--- src/rtl/prof_probe_source.sv ---
// rtl/prof_probe_source.sv - turns stamp/stop event strobes into p0 pipe command words
// through a small FIFO with a slot reserved for the stop word.
module prof_probe_source #(
    parameter int DEPTH = 8
) (
    input  logic                   ap_clk,
    input  logic                   ap_rst,
    input  logic                   enable,
    input  logic                   stamp_req,
    input  logic                   stop_req,
    input  logic                   clear,
    output logic [31:0]            p0_TDATA,
    output logic                   p0_TVALID,
    input  logic                   p0_TREADY,
    output logic [$clog2(DEPTH):0] level,
    output logic                   overflow,
    output logic [15:0]            dropped_count,
    output logic                   stopped,
    output logic                   done
);
    localparam int AW = $clog2(DEPTH);
    localparam logic [AW:0]   L_FULL  = (AW+1)'(DEPTH);
    localparam logic [AW:0]   L_STAMP = (AW+1)'(DEPTH - 1);
    localparam logic [AW:0]   L_ONE   = (AW+1)'(1);
    localparam logic [AW-1:0] P_ONE   = AW'(1);

    // Only two command words exist, so each entry just records whether it is the stop word.
    logic [DEPTH-1:0] r_is_stop;
    logic [AW-1:0]    r_wptr;
    logic [AW-1:0]    r_rptr;
    logic [AW:0]      r_level;
    logic             r_overflow;
    logic [15:0]      r_dropped;
    logic             r_stopped;
    logic             r_stop_pending;
    logic             r_done;

    logic        w_clear_eff;
    logic        w_active;
    logic        w_stamp_ok;
    logic        w_stamp_drop;
    logic        w_stop_set;
    logic        w_stop_push;
    logic        w_push;
    logic        w_pop;
    logic        w_pending_nxt;
    logic        w_stopped_nxt;
    logic [AW:0] w_level_nxt;

    always_comb begin
        w_clear_eff   = clear && r_done;
        w_active      = enable && !r_stopped && !r_stop_pending && !w_clear_eff;
        w_stamp_ok    = stamp_req && w_active && (r_level < L_STAMP);
        w_stamp_drop  = stamp_req && w_active && !(r_level < L_STAMP);
        w_stop_set    = stop_req && w_active;
        w_stop_push   = r_stop_pending && !w_stamp_ok && (r_level < L_FULL);
        w_push        = w_stamp_ok || w_stop_push;
        w_pop         = (r_level != '0) && p0_TREADY;
        w_level_nxt   = r_level;
        if (w_push && !w_pop) begin
            w_level_nxt = r_level + L_ONE;
        end else if (!w_push && w_pop) begin
            w_level_nxt = r_level - L_ONE;
        end
        w_pending_nxt = (r_stop_pending && !w_stop_push) || w_stop_set;
        w_stopped_nxt = !w_clear_eff && (r_stopped || w_stop_push);
    end

    always_ff @(posedge ap_clk or posedge ap_rst) begin
        if (ap_rst) begin
            r_is_stop      <= '0;
            r_wptr         <= '0;
            r_rptr         <= '0;
            r_level        <= '0;
            r_overflow     <= 1'b0;
            r_dropped      <= 16'd0;
            r_stopped      <= 1'b0;
            r_stop_pending <= 1'b0;
            r_done         <= 1'b0;
        end else begin
            if (w_push) begin
                r_is_stop[r_wptr] <= w_stop_push;
                r_wptr            <= r_wptr + P_ONE;
            end
            if (w_pop) begin
                r_rptr <= r_rptr + P_ONE;
            end
            r_level        <= w_level_nxt;
            r_stop_pending <= w_pending_nxt;
            r_stopped      <= w_stopped_nxt;
            r_done         <= w_stopped_nxt && (w_level_nxt == '0) && !w_pending_nxt;
            if (w_clear_eff) begin
                r_overflow <= 1'b0;
                r_dropped  <= 16'd0;
            end else if (w_stamp_drop) begin
                r_overflow <= 1'b1;
                if (r_dropped != 16'hFFFF) begin
                    r_dropped <= r_dropped + 16'd1;
                end
            end
        end
    end

    assign p0_TVALID     = (r_level != '0);
    assign p0_TDATA      = !p0_TVALID ? 32'd0 : (r_is_stop[r_rptr] ? 32'd2 : 32'd1);
    assign level         = r_level;
    assign overflow      = r_overflow;
    assign dropped_count = r_dropped;
    assign stopped       = r_stopped;
    assign done          = r_done;
endmodule

--- config.mk ---
export PLATFORM = sky130hd
export DESIGN_NAME = prof_probe_source
export DESIGN_NICKNAME = d
export VERILOG_FILES = /design/src/rtl/prof_probe_source.sv
export SDC_FILE = /design/constraint.sdc
export NUM_CORES = 1
export LEC_CHECK = 0
export BUFFER_PORTS_ARGS = -buffer_cell sky130_fd_sc_hd__clkbuf_2
export CORE_AREA = 2 2 74 76
export CTS_CLUSTER_DIAMETER = 200
export CTS_CLUSTER_SIZE = 28
export DETAILED_ROUTE_END_ITERATION = 6
export DIE_AREA = 0 0 76 78
export PLACE_DENSITY = 0.81
export SLEW_MARGIN = 20
export SYNTH_ARGS = -nofsm -noshare
export SYNTH_HDL_FRONTEND = slang
export SYNTH_SLANG_ARGS = --single-unit
--- constraint.sdc ---
create_clock -name ap_clk -period 1.95 [get_ports ap_clk]
set_clock_uncertainty 0.05 [all_clocks]
set_input_delay 0 -clock ap_clk [delete_from_list [all_inputs] [get_ports ap_clk]]
set_output_delay 0 -clock ap_clk [all_outputs]
set_load 0.1 [all_outputs]
* Yosys cells after proc, flatten, opt, wreduce, memory -nomap -nowiden
Cells that the tools add are included.
** Word-level totals
- Bits in registers :: 38
- Input port bits :: 7
- Output and inout bits :: 56
** Operators by class
- $add $sub $neg :: 5
- Magnitude comparators :: 5
- Equal/unequal tests :: 1
- Mux-type cells :: 14
- Reductions and logical operators :: 35
** Operators with widths (count)
- 16-bit 2-to-1 mux :: 3
- 1-bit logical AND :: 18
- 16-bit by 1-bit adder with 16-bit output, second input constant :: 1
- 16-bit != test, second input constant :: 1
- 1-bit zero test :: 9
- 8-bit bitwise mux :: 1
- 3-bit by 4-bit less-than comparator with 1-bit output, second input constant :: 2
- 4-bit 2-to-1 mux :: 2
- 3-bit by 1-bit adder with 3-bit output, second input constant :: 2
- 4-bit by 1-bit adder with 4-bit output, second input constant :: 1
- 4-bit zero test :: 1
- 4-bit by 3-bit less-than comparator with 1-bit output, second input constant :: 1
- 4-bit less-than comparator, second input constant :: 1
- 1-bit 2-to-1 mux :: 4
- 2-bit 2-to-1 mux :: 2
- 2-bit nonzero test :: 2
- 4-bit nonzero test :: 1
- 4-bit by 1-bit subtractor with 4-bit output, second input constant :: 1
- 1-bit binary-select mux with 3-bit select :: 1
- 1-bit demux with 3-bit select :: 1
- 3-bit by 1-bit >= comparator with 1-bit output, second input constant :: 1
- 1-bit logical OR :: 3
- 2-bit AND reduction :: 1

* Longest topological paths before layout
Gate-level depths: netlist of the first run.
- Word-level depth :: 17
- Mapped depth :: 7
- Gate-level depth less buffers :: 7

* Least setup slack after synthesis of the first run
OpenSTA, ideal clock, no wires.
- Kind :: register to register
- Start point :: register r_level[1] (netlist: level[1])
- End point :: register r_done (netlist: done)
- Library setup time :: 0.125 ns
- Arrival time :: 2.820 ns
- Required time :: 1.775 ns
- Path slack :: -1.045 ns
- Cell stages (with the launch flop) :: 8
- Path buffers :: 0
- Period minus slack after synthesis :: 2.995 ns
- Cells stage by stage :: dfrtp_1 -> inv_1 -> ha_1 -> or3b_2 -> nand2_1 -> maj3_1 -> o22ai_1 -> nor4_2
** Between the ends
- Elaborated cells between the ends (all ways) :: 26
- Classes of those cells :: add/sub (2); order compare (2); mux (2); reduce/logical (20)
** RTL lines
- from (decl) :: RTL line 31 : logic [AW:0] r_level;
- from (signal assigned) :: RTL line 88 : r_level <= w_level_nxt;
- 4-bit nonzero test *
- via p0_TVALID :: RTL line 13 : output logic p0_TVALID,
- 1-bit logical AND * :: RTL line 58 : w_pop = (r_level != '0) && p0_TREADY;
- 1-bit logical AND or 1-bit zero test (tied branches) :: RTL line 62, 60
- 4-bit 2-to-1 mux or 1-bit logical AND (tied branches) :: RTL line 62, 60
- 4-bit 2-to-1 mux * :: RTL line 60 : if (w_push && !w_pop) begin
- via w_level_nxt[1] :: RTL line 48 : logic [AW:0] w_level_nxt;
- 4-bit zero test * :: RTL line 91 : r_done <= w_stopped_nxt && (w_level_nxt == '0) && !w_pending_nxt;
- 1-bit logical AND * (2 in a row) :: RTL line 91
- to (signal assigned) :: RTL line 91
- to (decl) :: RTL line 36 : logic r_done;
The timed path passes the listed nets; every way through them passes the cells marked *.
A chain may end at the register's enable or synchronous reset.

* Worst setup path after layout of the first run
- Start point :: register r_stopped (netlist: stopped)
- End point :: register r_dropped[13] (netlist: dropped_count[13])
** Between the ends
- Word-level cells in the longest chain between the ends :: 8
** Ends and longest elaborated chain
- from (decl) :: RTL line 34 : logic r_stopped;
- from (signal assigned) :: RTL line 90 : r_stopped <= w_stopped_nxt;
- 1-bit zero test :: RTL line 52 : w_active = enable && !r_stopped && !r_stop_pending && !w_clear_eff;
- 1-bit logical AND (3 in a row) :: RTL line 52
- 1-bit logical AND (2 in a row) :: RTL line 54 : w_stamp_drop = stamp_req && w_active && !(r_level < L_STAMP);
- 2-bit nonzero test (no source line)
- 2-bit AND reduction (no source line)
- to (signal assigned) :: RTL line 98 : r_dropped <= r_dropped + 16'd1;
- to (decl) :: RTL line 33 : logic [15:0] r_dropped;
Every way passes these cells.

==> run metrics, run 1 <==
clk_lat worst skew=0.30 ns; core area=0.00504 mm²; Netlist Area Pre-Place=0.00236 mm²; flop-to-flop setup slack=-0.08 ns; FF-to-FF path depth=5; Die Y-Extent=78 µm; largest stage delay on the critical path=0.58 ns; Starting Density=0.467; violated checks=setup timing; critical path peak fanout=8; initial antenna violation count=0; cells after synthesis=232; fraction of layout instances using a drive strength above 1=0.497; Final WS setup=-0.0829 ns; headroom to the max-slew limit=0.637; Compound-Gate Fraction of Synth Area=0.0674; Logic pwr share=0.621; post-synthesis simple-gate area fraction=0.232; routed len/inst=14.4 µm; Critical Path AT=2.16 ns; post-synthesis mux area share=0.0828; mean post-synth cell area=10.2 µm²; CP startpoint kind=flip-flop; Clk pwr share=0.111; Remaining DRCs=0; Critical Path Source=stopped; hold path startpoint=clear; CTS tree=yes; RSZ-0062 raised after global routing=yes; type of the worst setup path=reg -> reg; Power Total=5230 µW; vias in the first global route=1,768; final slew viol count=0; # port buffers=32; total gr overflow=0; I/O Pins=63; worst hold endpoint=r_stop_pending; hpwl dp=3.68 mm; register area share after synthesis=0.404; pre-CTS setup slack=-0.136 ns; diode count=0; first-pass detailed-route iteration total=4; YS warnings=0; total CTS buffers=5; first-pass GRT wire length=8.69 mm; Clock Path Buffers=2; top_reg_cell synth=dfrtp_1; Area Overhead vs Synth=36.0%; # setup viols final=8; # rows=26; Peak Freq=0.492 GHz; Cell Pwr Density=1630 mW/mm²; largest net degree at the start of global routing=39; Crit-path slowest cell=or4b_4; XOR/XNOR Fraction of Synth Area=0.0579; Synth Area in Adders=0.0308; number of synthesized flops with an enable pin=0; Via density=5.10; switching part of the total=0.536; GRT Total Usage=0.186; Layout Nets=311; Final Util=0.635; Vias=1,888; sequential share of power=0.268; Sink Count=38; count of different cell masters after synthesis=49; largest family of logic cells by synthesized area=simple AND/OR/NAND/NOR gates; Layout fillers=390; Worst-Margin Slew=0.547 ns; die width=76 µm; Final Critical Period=2.03 ns; Worst R2R Start=stopped; CP Capture Type=flip-flop; critical path required time=2.08 ns; Worst Hold Slack=0.0947 ns; final hold vios=0; die area=0.00593 mm²; Int Power=2430 µW; fraction of registers with async set or reset after synthesis=1.00; MaxCap Viol Count=0; drt total wl=5.32 mm; NetSw=2800 µW; placed cells=354; Reg-to-Reg End=dropped_count[13]; fin crit share=1.04; Peak VDD IR=0.00172 V; CTS root buf=clkbuf_8; leak pwr=0.00142 µW; Hold/Removal Path Class=in -> reg; Final GP Congestion=0.849; outcome=finished with violations; DRT iter0 DRCs=80; Routed Antenna Nets=0; H-tree depth=2; worst path cell trace=and2b_2, or4b_4, nor4_4, a21oi_1, a31o_1; Worst Hold Path Cells=4; clk slew on worst S/H paths=0.08 ns; non-filler cells, final=370; Seq cells post-synth=38
[worst max path at each step]
stage | cells past startpoint | to
final | 5 | dropped_count[13]
after global routing | 8 | done
after CTS | 5 | dropped_count[13]
after detailed placement | 6 | done
after global placement | 6 | done
after floorplan | 7 | dropped_count[11]
[per-layer routing]
metal / share of wire / global-route usage / vias to the layer above
li1: - / - / 885
met1: 0.42 / 0.241 / 936
met2: 0.52 / 0.313 / 61
met3: 0.050 / 0.0442 / 6
met4: 0.012 / 0.0545 / 0
met5: 0 / 0 / -
[cells in the mapped netlist, drive strengths merged (3+ instances only)]
| cell | count | area, µm² |
|---|---|---|
| dfrtp | 38 | 951 |
| clkbuf | 5 | 18.8 |
| xnor2 | 13 | 114 |
| mux2 | 8 | 90.1 |
| inv | 6 | 22.5 |
| nor4 | 9 | 109 |
| nand2 | 26 | 97.6 |
| mux2i | 6 | 60.1 |
| nor3 | 5 | 30.0 |
| buf | 34 | 251 |
| nor2 | 21 | 78.8 |
| ha | 5 | 62.6 |
| nand4 | 8 | 56.3 |
| nand3 | 8 | 40.0 |
| o21ai | 3 | 15.0 |
| a21oi | 7 | 38.8 |
[through the flow]
stage	cell area [µm²]	TNS [ns]
floorplan	2680	-3.70
global placement	2890	-0.165
detailed placement	2890	-0.557
CTS	3100	-0.342
global route	3200	-1.35
finish	3200	-0.377
[cells by family (layout without fill, tap and decap cells)]
kind of cell | after synthesis | count (layout)
simple gates | 92 | 92
buf+inv | 45 | 84
flops | 38 | 38
compound gates | 20 | 20
mux | 16 | 16
xor+xnor | 14 | 14
fa+ha+maj | 6 | 6
other cells | 1 | 30
[cell usage in the layout (no fill, tap or decap), types with 3 or more instances in the layout]
| cell | n |
|---|---|
| ha_1 | 3 |
| inv_1 | 4 |
| mux2_2 | 6 |
| buf_4 | 27 |
| nor2_1 | 19 |
| buf_6 | 8 |
| conb_1 | 30 |
| nand4_1 | 7 |
| nand2_1 | 24 |
| clkbuf_8 | 6 |
| clkbuf_2 | 29 |
| xnor2_1 | 13 |
| nor3_4 | 3 |
| mux2i_1 | 5 |
| dfrtp_2 | 12 |
| o21ai_0 | 3 |
| nor4_4 | 6 |
| dfrtp_1 | 15 |
| nand3_1 | 7 |
| a21oi_1 | 4 |
| dfrtp_4 | 11 |
[flip-flops by register name, indices dropped and copies added, names as in the netlist]
name,cells
stopped,1
r_rptr,3
level,4
overflow,1
r_is_stop,8
r_stop_pending,1
done,1
dropped_count,16
r_wptr,3
[final cells by class]
| cell class | instances | area, µm² | share of cell area |
|---|---|---|---|
| clock buffer | 6 | 82.6 | 0.0258 |
| inverter | 6 | 27.5 | 0.00859 |
| clock inverter | 2 | 12.5 | 0.00390 |
| sequential | 38 | 1010 | 0.314 |
| tap | 70 | 87.6 | 0.0273 |
| multi-input combinational | 178 | 1470 | 0.460 |
| timing repair buffer | 70 | 513 | 0.160 |
[worst max-delay path, delay by kind of cell, from the launching register on]
kind / cells / cell delay (ns)
simple gates: 3 / 1.08
compound gates: 2 / 0.31
flops: 1 / 0.48
[power by group through the flow]
stage	Sequential, µW	Combinational [µW]	Clock (µW)
floorplan	2130	1580	0
global placement	1360	2930	0
detailed placement	1370	2980	0
CTS	1370	3150	590
global route	1440	3410	626
finish	1400	3250	580
[what timing repair did]
action                                  in CTS  in global routing
pin swaps                                    9                  9
resized for setup                           21                 14
setup buffers                                4                  3
hold buffers                                 2                  0
endpoints found under the setup margin      15                 26
endpoints found under the hold margin       39                  0
(Power assumes the default switching activity.)
==> run 2: changes to the inputs <==
SETUP_SLACK_MARGIN = 0.15   (was default)
==> run metrics, run 2 (synthesized netlist as in run 1, its figures left out) <==
final slew viol count=0; first-pass GRT wire length=9.47 mm; outcome=finished with violations; core area=0.00504 mm²; number of flip-flops in the largest register=16; DRT iter0 DRCs=98; Sink Count=38; Starting Density=0.467; Layout Nets=322; # setup viols final=22; die width=76 µm; Post-DP Area=0.00289 mm²; hpwl dp=3.76 mm; fraction of layout instances using a drive strength above 1=0.514; Via density=5.27; MaxCap Viol Count=0; diode count=0; critical path required time=2.08 ns; clk_lat worst skew=0.29 ns; Die Y-Extent=78 µm; fin crit share=1.05; Worst-Margin Slew=0.550 ns; drt total wl=5.78 mm; first-pass detailed-route iteration total=4; routed len/inst=15.2 µm; CTS root buf=clkbuf_8; Peak Freq=0.486 GHz; Area Overhead vs Synth=43.8%; clk slew on worst S/H paths=0.08 ns; Hold/Removal Path Class=in -> reg; Final Critical Period=2.06 ns; Final GP Congestion=0.836; I/O Pins=63; GRT Total Usage=0.201; Routed Antenna Nets=0; CP Capture Type=flip-flop; Global Route met1 Usage=0.244; # port buffers=32; Clock Path Buffers=2; Final WS setup=-0.106 ns; Vias=2,008; Cell Pwr Density=1710 mW/mm²; total gr overflow=0; Remaining DRCs=0; die area=0.00593 mm²; Layout fillers=368; initial antenna violation count=0; met3 layer usage reported by global route=0.0419; total CTS buffers=5; leak pwr=0.00151 µW; M2 GR Usage=0.361; vias in the first global route=1,953; most frequent cells in the layout=buf_4, conb_1, clkbuf_2; CP startpoint kind=flip-flop; flop-to-flop setup slack=-0.11 ns; # rows=26; CTS tree=yes; H-tree depth=2; GRT busiest layer=met2; fin area=0.00339 mm²; final hold vios=0; headroom to the max-slew limit=0.635; type of the worst setup path=reg -> reg; largest net degree at the start of global routing=39; Critical Path AT=2.19 ns; Peak VDD IR=0.00169 V; violated checks=setup timing; pre-CTS setup slack=-0.102 ns; most common cell after layout, fill and taps aside=buf_4; critical path peak fanout=7; RSZ-0062 raised after global routing=yes
-- run 2: repair_timing --
action,4_1_cts,5_1_grt
hold buffers,2,0
buffers inserted,11,6
gates cloned,0,0
endpoints found under the hold margin,39,0
resized for setup,38,12
pin swaps,8,15
endpoints found under the setup margin,29,31
-- run 2: critical path: stages (launching register included) --
cell and delay, ns:
dfrtp_4 0.47, and2b_2 0.25, or4b_4 0.55, nor4_4 0.30
nand4_1 0.17, mux2i_1 0.15
-- run 2: power by group --
| group | internal, µW | total (µW) | switching, µW | leakage, µW |
|---|---|---|---|---|
| sequential | 1080 | 1410 | 334 | 0.000465 |
| combinational | 1270 | 3530 | 2260 | 0.000979 |
| clock | 546 | 841 | 295 | 0.0000714 |
| total | 2890 | 5780 | 2890 | 0.00151 |
-- run 2: cell type report --
| class | instances | area (µm²) | area share |
|---|---|---|---|
| multi-input combinational | 178 | 1490 | 0.440 |
| sequential | 38 | 1010 | 0.297 |
| inverter | 6 | 27.5 | 0.00813 |
| tap | 70 | 87.6 | 0.0259 |
| clock buffer | 6 | 82.6 | 0.0244 |
| clock inverter | 2 | 60.1 | 0.0177 |
| timing repair buffer | 81 | 631 | 0.186 |
-- run 2: final timing paths --
kind | to | cells past startpoint | start
min in group asynchronous | overflow | 4 | ap_rst
worst max-delay path | dropped_count[9] | 5 | stopped
worst max register to register | dropped_count[9] | 5 | stopped
worst min-delay path | r_rptr[0] | 4 | p0_TREADY
max in group asynchronous | done | 4 | ap_rst
worst min register to register | overflow | 2 | overflow
-- run 2: metrics by stage --
| stage | hold slack, ns | instances | util | total power (µW) | setup TNS [ns] |
|---|---|---|---|---|---|
| after global placement | 0.0728 | 354 | 0.572 | 4290 | -0.156 |
| final | 0.108 | 381 | 0.672 | 5780 | -0.893 |
| after floorplan | 0.0971 | 261 | - | 3710 | -3.70 |
| after CTS | 0.0945 | 375 | 0.654 | 5640 | -0.572 |
| after detailed placement | 0.0739 | 354 | 0.572 | 4360 | -0.694 |
| after global routing | 0.137 | 381 | 0.672 | 6050 | -2.36 |
-- run 2: routing by layer --
| metal | wire length, µm | vias to the layer above |
|---|---|---|
| met5 | 0 | - |
| met4 | 87 | 0 |
| met3 | 310 | 12 |
| met2 | 3070 | 77 |
| met1 | 2310 | 1013 |
| li1 | - | 906 |
==> run 3: changes to the inputs <==
--- a/constraint.sdc
+++ b/constraint.sdc
@@ -3,3 +3,3 @@
 set_input_delay 0 -clock ap_clk [delete_from_list [all_inputs] [get_ports ap_clk]]
 set_output_delay 0 -clock ap_clk [all_outputs]
-set_load 0.1 [all_outputs]
+set_load 0.05 [all_outputs]
==> run metrics, run 3 (synthesized netlist as in run 1, its figures left out) <==
clk_lat worst skew=0.29 ns; vias in the first global route=1,841; # setup viols final=3; Sink Count=38; Worst-Margin Slew=0.514 ns; die area=0.00593 mm²; Sum Neg Setup Slack=-0.0355 ns; most common cell after layout, fill and taps aside=buf_4; GRT Total Usage=0.186; total CTS buffers=5; Cell Pwr Density=1440 mW/mm²; DRT iter0 DRCs=74; headroom to the max-slew limit=0.658; Final WS setup=-0.0209 ns; violated checks=setup timing; CP startpoint kind=flip-flop; Layout Nets=315; Via density=5.09; clk slew on worst S/H paths=0.07 ns; # port buffers=32; critical path peak fanout=5; Peak VDD IR=0.00136 V; non-filler cells, final=374; Hold/Removal Path Class=in -> reg; core area=0.00504 mm²; Remaining DRCs=0; Area Overhead vs Synth=34.4%; critical path required time=2.08 ns; largest net degree at the start of global routing=39; Final GP Congestion=0.870; number of flip-flops in the largest register=16; Final Critical Period=1.97 ns; Starting Density=0.467; CP Capture Type=flip-flop; fin crit share=1.01; die width=76 µm; leak pwr=0.00146 µW; first-pass detailed-route iteration total=4; Critical Path AT=2.10 ns; Worst Hold Slack=0.106 ns; Peak Freq=0.507 GHz; drt total wl=5.50 mm; Post-DP Area=0.00284 mm²; H-tree depth=2; Routed Antenna Nets=0; Die Y-Extent=78 µm; outcome=finished with violations; hpwl dp=3.80 mm; RSZ-0062 raised after global routing=yes; diode count=0; initial antenna violation count=0; # rows=26; fin area=0.00317 mm²; type of the worst setup path=reg -> reg; fraction of layout instances using a drive strength above 1=0.467; final slew viol count=0; I/O Pins=63; placed cells=356; most frequent cells in the layout=buf_4, conb_1, clkbuf_2; Power Total=4550 µW; CTS root buf=clkbuf_8; MaxCap Viol Count=0; final hold vios=0; CTS tree=yes; Clock Path Buffers=2; Vias=1,904; routed len/inst=14.7 µm; total gr overflow=0; first-pass GRT wire length=8.77 mm
-- run 3: power breakdown --
group | internal [µW] | switching, µW | total, µW
combinational | 1120 | 1500 | 2610
sequential | 1040 | 317 | 1360
clock | 286 | 289 | 574
total | 2440 | 2100 | 4550
-- run 3: worst max-delay path, stage by stage, from the launching register on --
cell,delay [ns]
dfrtp_2,0.41
ha_4,0.16
a21oi_4,0.07
or4b_4,0.58
buf_12,0.19
nor3_4,0.16
nand3_2,0.10
mux2i_1,0.13
-- run 3: area by class of cell --
cell class | count | area (µm²)
timing repair buffer | 74 | 520
tap | 70 | 87.6
multi-input combinational | 178 | 1470
inverter | 6 | 25.0
clock buffer | 7 | 86.3
fill | 389 | 1880
clock inverter | 1 | 5.00
sequential | 38 | 970
-- run 3: what timing repair did --
item / 4_1_cts / 5_1_grt
pin swaps: 11 / 4
setup endpoints to repair: 29 / 29
hold endpoints to repair: 39 / 0
resized for setup: 24 / 11
hold buffers: 2 / 0
buffers inserted: 7 / 1
-- run 3: routing by layer --
layer	global-route usage	share of wire
met3	0.0384	0.043
met4	0.0818	0.025
met2	0.332	0.53
met1	0.216	0.40
met5	0	0
-- run 3: path summary, 6_finish.rpt --
kind | cells after the start | start | slack (ns) | endpoint
worst max-delay path | 7 | level[1] | -0.02 | dropped_count[4]
worst min-delay path | 4 | p0_TREADY | 0.11 | r_rptr[0]
worst max register to register | 7 | level[1] | -0.02 | dropped_count[4]
worst min register to register | 2 | overflow | 0.44 | overflow
max in group asynchronous | 4 | ap_rst | 1.19 | level[0]
min in group asynchronous | 4 | ap_rst | 0.30 | dropped_count[9]
-- run 3: through the flow --
stage,utilization,worst slack (ns)
2_1_floorplan,-,-0.164
3_3_place_gp,0.563,0.0276
3_5_place_dp,0.563,-0.0418
4_1_cts,0.617,-0.0165
5_1_grt,0.628,-0.102
6_report,0.628,-0.0209
